$ cat config.mk
export PLATFORM = sky130hd
export DESIGN_NAME = ntsc_joystick
export DESIGN_NICKNAME = d
export VERILOG_FILES = /design/src/rtl/ntsc_joystick.sv
export SDC_FILE = /design/constraint.sdc
export NUM_CORES = 1
export LEC_CHECK = 0
export CAP_MARGIN = 30
export CORE_MARGIN = 1
export CORE_UTILIZATION = 29
export CTS_CLUSTER_SIZE = 28
export DETAILED_ROUTE_END_ITERATION = 7
export GPL_ROUTABILITY_DRIVEN = 0
export PLACE_DENSITY = 0.43
export SYNTH_ARGS = -nofsm -noshare
export SYNTH_HDL_FRONTEND = slang
export SYNTH_SLANG_ARGS = --single-unit
$ cat constraint.sdc
create_clock -name ntscClock -period 8.52 [get_ports ntscClock]
set_clock_uncertainty 0.2 [all_clocks]
set_input_delay 1.278 -clock ntscClock [delete_from_list [all_inputs] [get_ports ntscClock]]
set_output_delay 1.278 -clock ntscClock [all_outputs]
set_load 0.02 [all_outputs]
$ cat src/rtl/ntsc_joystick.sv
// Button conditioning (2-flop sync + debounce) and per-frame clamped ball position for the NTSC scan generator.
// Define NTSC_JOY_ACCEL_EN to build the per-axis hold counters that double the step after 31 held frames.
module ntsc_joystick #(
  parameter int DEBOUNCE_CYCLES = 18000,
  parameter int CNT_WIDTH       = 15,
  parameter int X_MIN           = 10,
  parameter int X_MAX           = 56,
  parameter int Y_MIN           = 0,
  parameter int Y_MAX           = 30,
  parameter int X_RESET         = 33,
  parameter int Y_RESET         = 15
) (
  input  logic       ntscClock,
  input  logic       reset,
  input  logic       left_n,
  input  logic       right_n,
  input  logic       up_n,
  input  logic       down_n,
  input  logic       frameTick,
  output logic [5:0] ballX,
  output logic [5:0] ballY,
  output logic [3:0] pressed
);

  localparam logic [CNT_WIDTH-1:0] CNT_LAST = CNT_WIDTH'(DEBOUNCE_CYCLES - 1);
  localparam logic [6:0] X_LO = 7'(X_MIN);
  localparam logic [6:0] X_HI = 7'(X_MAX);
  localparam logic [6:0] Y_LO = 7'(Y_MIN);
  localparam logic [6:0] Y_HI = 7'(Y_MAX);

  logic [3:0]           raw_n;
  logic [3:0]           sync1_q, sync1_d;
  logic [3:0]           sync2_q, sync2_d;
  logic [3:0]           sample;
  logic [3:0]           pressed_q, pressed_d;
  logic [CNT_WIDTH-1:0] cnt_q [4];
  logic [CNT_WIDTH-1:0] cnt_d [4];
  logic [5:0]           ballx_q, ballx_d;
  logic [5:0]           bally_q, bally_d;
  logic [1:0]           step_x, step_y;

  // Bit order matches the pressed output: {up, down, left, right}.
  assign raw_n  = {up_n, down_n, left_n, right_n};
  assign sample = ~sync2_q;

  // Out-of-range positions snap to the nearest bound; sums are 7 bits so nothing wraps.
  function automatic logic [5:0] step_axis(input logic [5:0] pos, input logic inc,
                                           input logic dec, input logic [1:0] step,
                                           input logic [6:0] lo, input logic [6:0] hi);
    logic [6:0] p;
    logic [6:0] sum;
    logic [6:0] diff;
    p    = {1'b0, pos};
    sum  = p + {5'b0, step};
    diff = p - {5'b0, step};
    if (p < lo) return lo[5:0];
    if (p > hi) return hi[5:0];
    if (inc && !dec) return (sum > hi) ? hi[5:0] : sum[5:0];
    if (dec && !inc) return (p < lo + {5'b0, step}) ? lo[5:0] : diff[5:0];
    return pos;
  endfunction

  always_comb begin
    sync1_d   = raw_n;
    sync2_d   = sync1_q;
    pressed_d = pressed_q;
    for (int i = 0; i < 4; i++) begin
      cnt_d[i] = cnt_q[i];
      if (sample[i] == pressed_q[i]) begin
        cnt_d[i] = '0;
      end else if (cnt_q[i] == CNT_LAST) begin
        pressed_d[i] = sample[i];
        cnt_d[i]     = '0;
      end else begin
        cnt_d[i] = cnt_q[i] + 1'b1;
      end
    end
  end

`ifdef NTSC_JOY_ACCEL_EN
  logic [4:0] holdx_q, holdx_d;
  logic [4:0] holdy_q, holdy_d;
  logic       dirx_q, dirx_d;
  logic       diry_q, diry_d;

  // dir records the direction last counted (1 = increasing coordinate) so a reversal restarts the count.
  always_comb begin
    holdx_d = holdx_q;
    dirx_d  = dirx_q;
    if (!(pressed_q[0] ^ pressed_q[1])) begin
      holdx_d = '0;
    end else if (frameTick) begin
      dirx_d = pressed_q[0];
      if (holdx_q != 5'd0 && dirx_q != pressed_q[0]) holdx_d = '0;
      else if (holdx_q != 5'd31)                     holdx_d = holdx_q + 5'd1;
    end

    holdy_d = holdy_q;
    diry_d  = diry_q;
    if (!(pressed_q[2] ^ pressed_q[3])) begin
      holdy_d = '0;
    end else if (frameTick) begin
      diry_d = pressed_q[2];
      if (holdy_q != 5'd0 && diry_q != pressed_q[2]) holdy_d = '0;
      else if (holdy_q != 5'd31)                     holdy_d = holdy_q + 5'd1;
    end
  end

  assign step_x = (holdx_q == 5'd31) ? 2'd2 : 2'd1;
  assign step_y = (holdy_q == 5'd31) ? 2'd2 : 2'd1;

  always_ff @(posedge ntscClock or posedge reset) begin
    if (reset) begin
      holdx_q <= '0;
      holdy_q <= '0;
      dirx_q  <= 1'b0;
      diry_q  <= 1'b0;
    end else begin
      holdx_q <= holdx_d;
      holdy_q <= holdy_d;
      dirx_q  <= dirx_d;
      diry_q  <= diry_d;
    end
  end
`else
  assign step_x = 2'd1;
  assign step_y = 2'd1;
`endif

  // Movement reads the registered pressed value, so a same-edge debounce update lands next frame.
  always_comb begin
    ballx_d = ballx_q;
    bally_d = bally_q;
    if (frameTick) begin
      ballx_d = step_axis(ballx_q, pressed_q[0], pressed_q[1], step_x, X_LO, X_HI);
      bally_d = step_axis(bally_q, pressed_q[2], pressed_q[3], step_y, Y_LO, Y_HI);
    end
  end

  always_ff @(posedge ntscClock or posedge reset) begin
    if (reset) begin
      sync1_q   <= '1;
      sync2_q   <= '1;
      pressed_q <= '0;
      for (int i = 0; i < 4; i++) cnt_q[i] <= '0;
      ballx_q   <= 6'(X_RESET);
      bally_q   <= 6'(Y_RESET);
    end else begin
      sync1_q   <= sync1_d;
      sync2_q   <= sync2_d;
      pressed_q <= pressed_d;
      for (int i = 0; i < 4; i++) cnt_q[i] <= cnt_d[i];
      ballx_q   <= ballx_d;
      bally_q   <= bally_d;
    end
  end

  assign ballX   = ballx_q;
  assign ballY   = bally_q;
  assign pressed = pressed_q;

endmodule

==> impl_metrics.env <==
export IMPL_status="finished, final reports clean"
export IMPL_rsz0062_at_grt="false"
export IMPL_dr_pass1_iters=6
export IMPL_port_buffers=22
export IMPL_cts_hold_buffers=0
export IMPL_hold_viol=0
export IMPL_seq_area_frac_synth=0.473
export IMPL_synth_edf_count=0
export IMPL_hold_ws_ps=156
export IMPL_fin_area_sq_um=5160
export IMPL_max_cap_viol_count=0
export IMPL_drc_errors=0
export IMPL_fin_crit_ps=3180
export IMPL_synth_cell_types=61
export IMPL_cp_arrival_ps=1700
export IMPL_cts_buffer_depth=2
export IMPL_critPathBufInv=1
export IMPL_crit_chain="clkdlybuf4s50_1"
export IMPL_cts_htree_levels=3
export IMPL_finalPower_mw=0.918
export IMPL_routedWlPerCell_microns=13.3
export IMPL_power_density_nw_per_um2=178
export IMPL_overflow=0
export IMPL_drt_iter0_markers=325
export IMPL_synth_top_family_by_area="simple AND/OR/NAND/NOR gates"
export IMPL_slowest_stage="dfstp_2"
export IMPL_syn_num_nets=493
export IMPL_slew_violations=0
export IMPL_post_dp_cell_area_sq_um=4850
export IMPL_worstPathRequired_ps=7040
export IMPL_fin_tns_setup_ps=0
export IMPL_endpoint_kind="output pin"
export IMPL_clk_pin_slew_worst_paths_ps=70
export IMPL_tightest_slew_ps=501
export IMPL_max_freq_mhz=314
export IMPL_min_path_type="flip-flop to flip-flop"
export IMPL_cts_resized=0
export IMPL_dp_hpwl_mm=6.10
export IMPL_cts_buffers_inserted=9
export IMPL_insertedDiodeCount=0
export IMPL_ys_ff_latch=84
export IMPL_fin_util=0.341
export IMPL_cp_max_fo=17
export IMPL_netlist_area_sq_um=4480
export IMPL_cts_sink_count=84
export IMPL_postRouteAntennaNets=0
export IMPL_critPathTopFamily="flip-flops"
export IMPL_ys_flop_type="dfrtp_1"
export IMPL_die_height_microns=126
export IMPL_slowest_delay_ps=700
export IMPL_instances_no_fill=685
export IMPL_synthToLayoutAreaGrowth_pct=15.1
export IMPL_relSlewSlack=0.661
export IMPL_synthMuxAreaShare=0.00223
export IMPL_syn_mean_instance_area_sq_um=9.46
export IMPL_syn_inst=474
export IMPL_grt_usage=0.125
export IMPL_vias=3350
export IMPL_initial_core_util=0.296
export IMPL_ir_worst_vdd_mv=0.0739
export IMPL_cts_tree="done"
export IMPL_grt_pass1_vias=3309
export IMPL_setup_viol=0
export IMPL_grt_pass1_wl_mm=16.0
export IMPL_ioPinCount=23
export IMPL_leakagePower_nw=2.10
export IMPL_core_area_sq_um=15100
export IMPL_die_area_sq_um=16000
export IMPL_cts_root_buffer="clkbuf_16"
export IMPL_critical_path_class="flip-flop to output pin"
export IMPL_synthArstFlopShare=1.00
export IMPL_die_w_microns=126
export IMPL_synth_fa_ha_area_frac=0.0335
export IMPL_synth_xor_area_frac=0.123
export IMPL_synthSimpleGateAreaFrac=0.235
export IMPL_fin_crit_sh=0.373
export IMPL_dp_cells=668
export IMPL_final_common_cell="nor2_1"
export IMPL_vias_per_cell=4.89
export IMPL_rows=45
export IMPL_wl_mm=9.09
export IMPL_drive_above_1_share=0.0865
export IMPL_clk_latency_ps=340
export IMPL_mostFrequentLayoutCells="nor2_1, dfrtp_1, nand2_1"
export IMPL_ys_warnings_count=0
export IMPL_antenna_found_initial=0
export IMPL_start_kind="flip-flop"
export IMPL_grt_max_degree=76
export IMPL_worst_slack_ps=5340
export IMPL_fin_nets=511
export IMPL_synth_compound_area_share=0.0949
export IMPL_cts_setup_buffers=0
export IMPL_dp_slack_ps=5280
-- logic make-up after synthesis --
group                    Yosys count
AO/OA/AOI/OAI                     57
XOR/XNOR                          63
adder cells (fa/ha/maj)           12
buffers and inverters             36
flip-flops                        84
multiplexers                       1
AND/OR/NAND/NOR                  221
-- layer usage --
metal,track usage,part of all wire
met5,0,0
met4,0.0588,0.017
met3,0.0232,0.033
met2,0.191,0.44
met1,0.171,0.51
-- worst paths after layout --
kind / from / endpoint / slack (ps) / cells after the start
worst max register to register: ballY[1] / ballY[0] / 6280 / 6
worst min-delay path: sync1_q[0] / sync2_q[0] / 160 / 0
worst min register to register: sync1_q[0] / sync2_q[0] / 160 / 0
min in group asynchronous: reset / ballX[2] / 950 / 2
max in group asynchronous: reset / sync1_q[1] / 6240 / 4
worst max-delay path: ballY[2] / ballY[2] / 5340 / 1
-- sequential cells by signal, summed over array words and instances (netlist names) --
| signal | flops |
|---|---|
| cnt_q | 60 |
| ballX | 6 |
| ballY | 6 |
| sync1_q | 4 |
| pressed | 4 |
| sync2_q | 4 |
-- power by group --
part	switching [mW]	leakage [nW]	internal [mW]	total (mW)
sequential	0.0229	1.11	0.415	0.437
combinational	0.0605	0.853	0.0464	0.107
clock	0.171	0.138	0.202	0.373
-- synthesized netlist by cell type, drive strengths merged (4+ instances only) --
cell / n / area, sq um
xnor2: 31 / 272
a21oi: 8 / 40.0
nand2b: 4 / 27.5
nand2: 44 / 168
dfstp: 14 / 368
nor4: 5 / 31.3
or3: 4 / 30.0
buf: 17 / 98.8
dfrtp: 70 / 1750
nand3: 24 / 120
nand4: 14 / 87.6
nor2: 88 / 333
ha: 12 / 150
and3: 8 / 50.1
nor3: 14 / 70.1
o21ai: 14 / 70.1
xor2: 32 / 280
inv: 19 / 71.3
-- cell type report --
cell class	count	area, sq um
fillers	1537	9990
well taps	188	235
clock buffers	9	225
repair buffers	24	255
flip-flops and latches	84	2120
clock inverters	7	58.8
inverters	19	72.6
multi-input cells	354	2190
(Power assumes the default switching activity.)
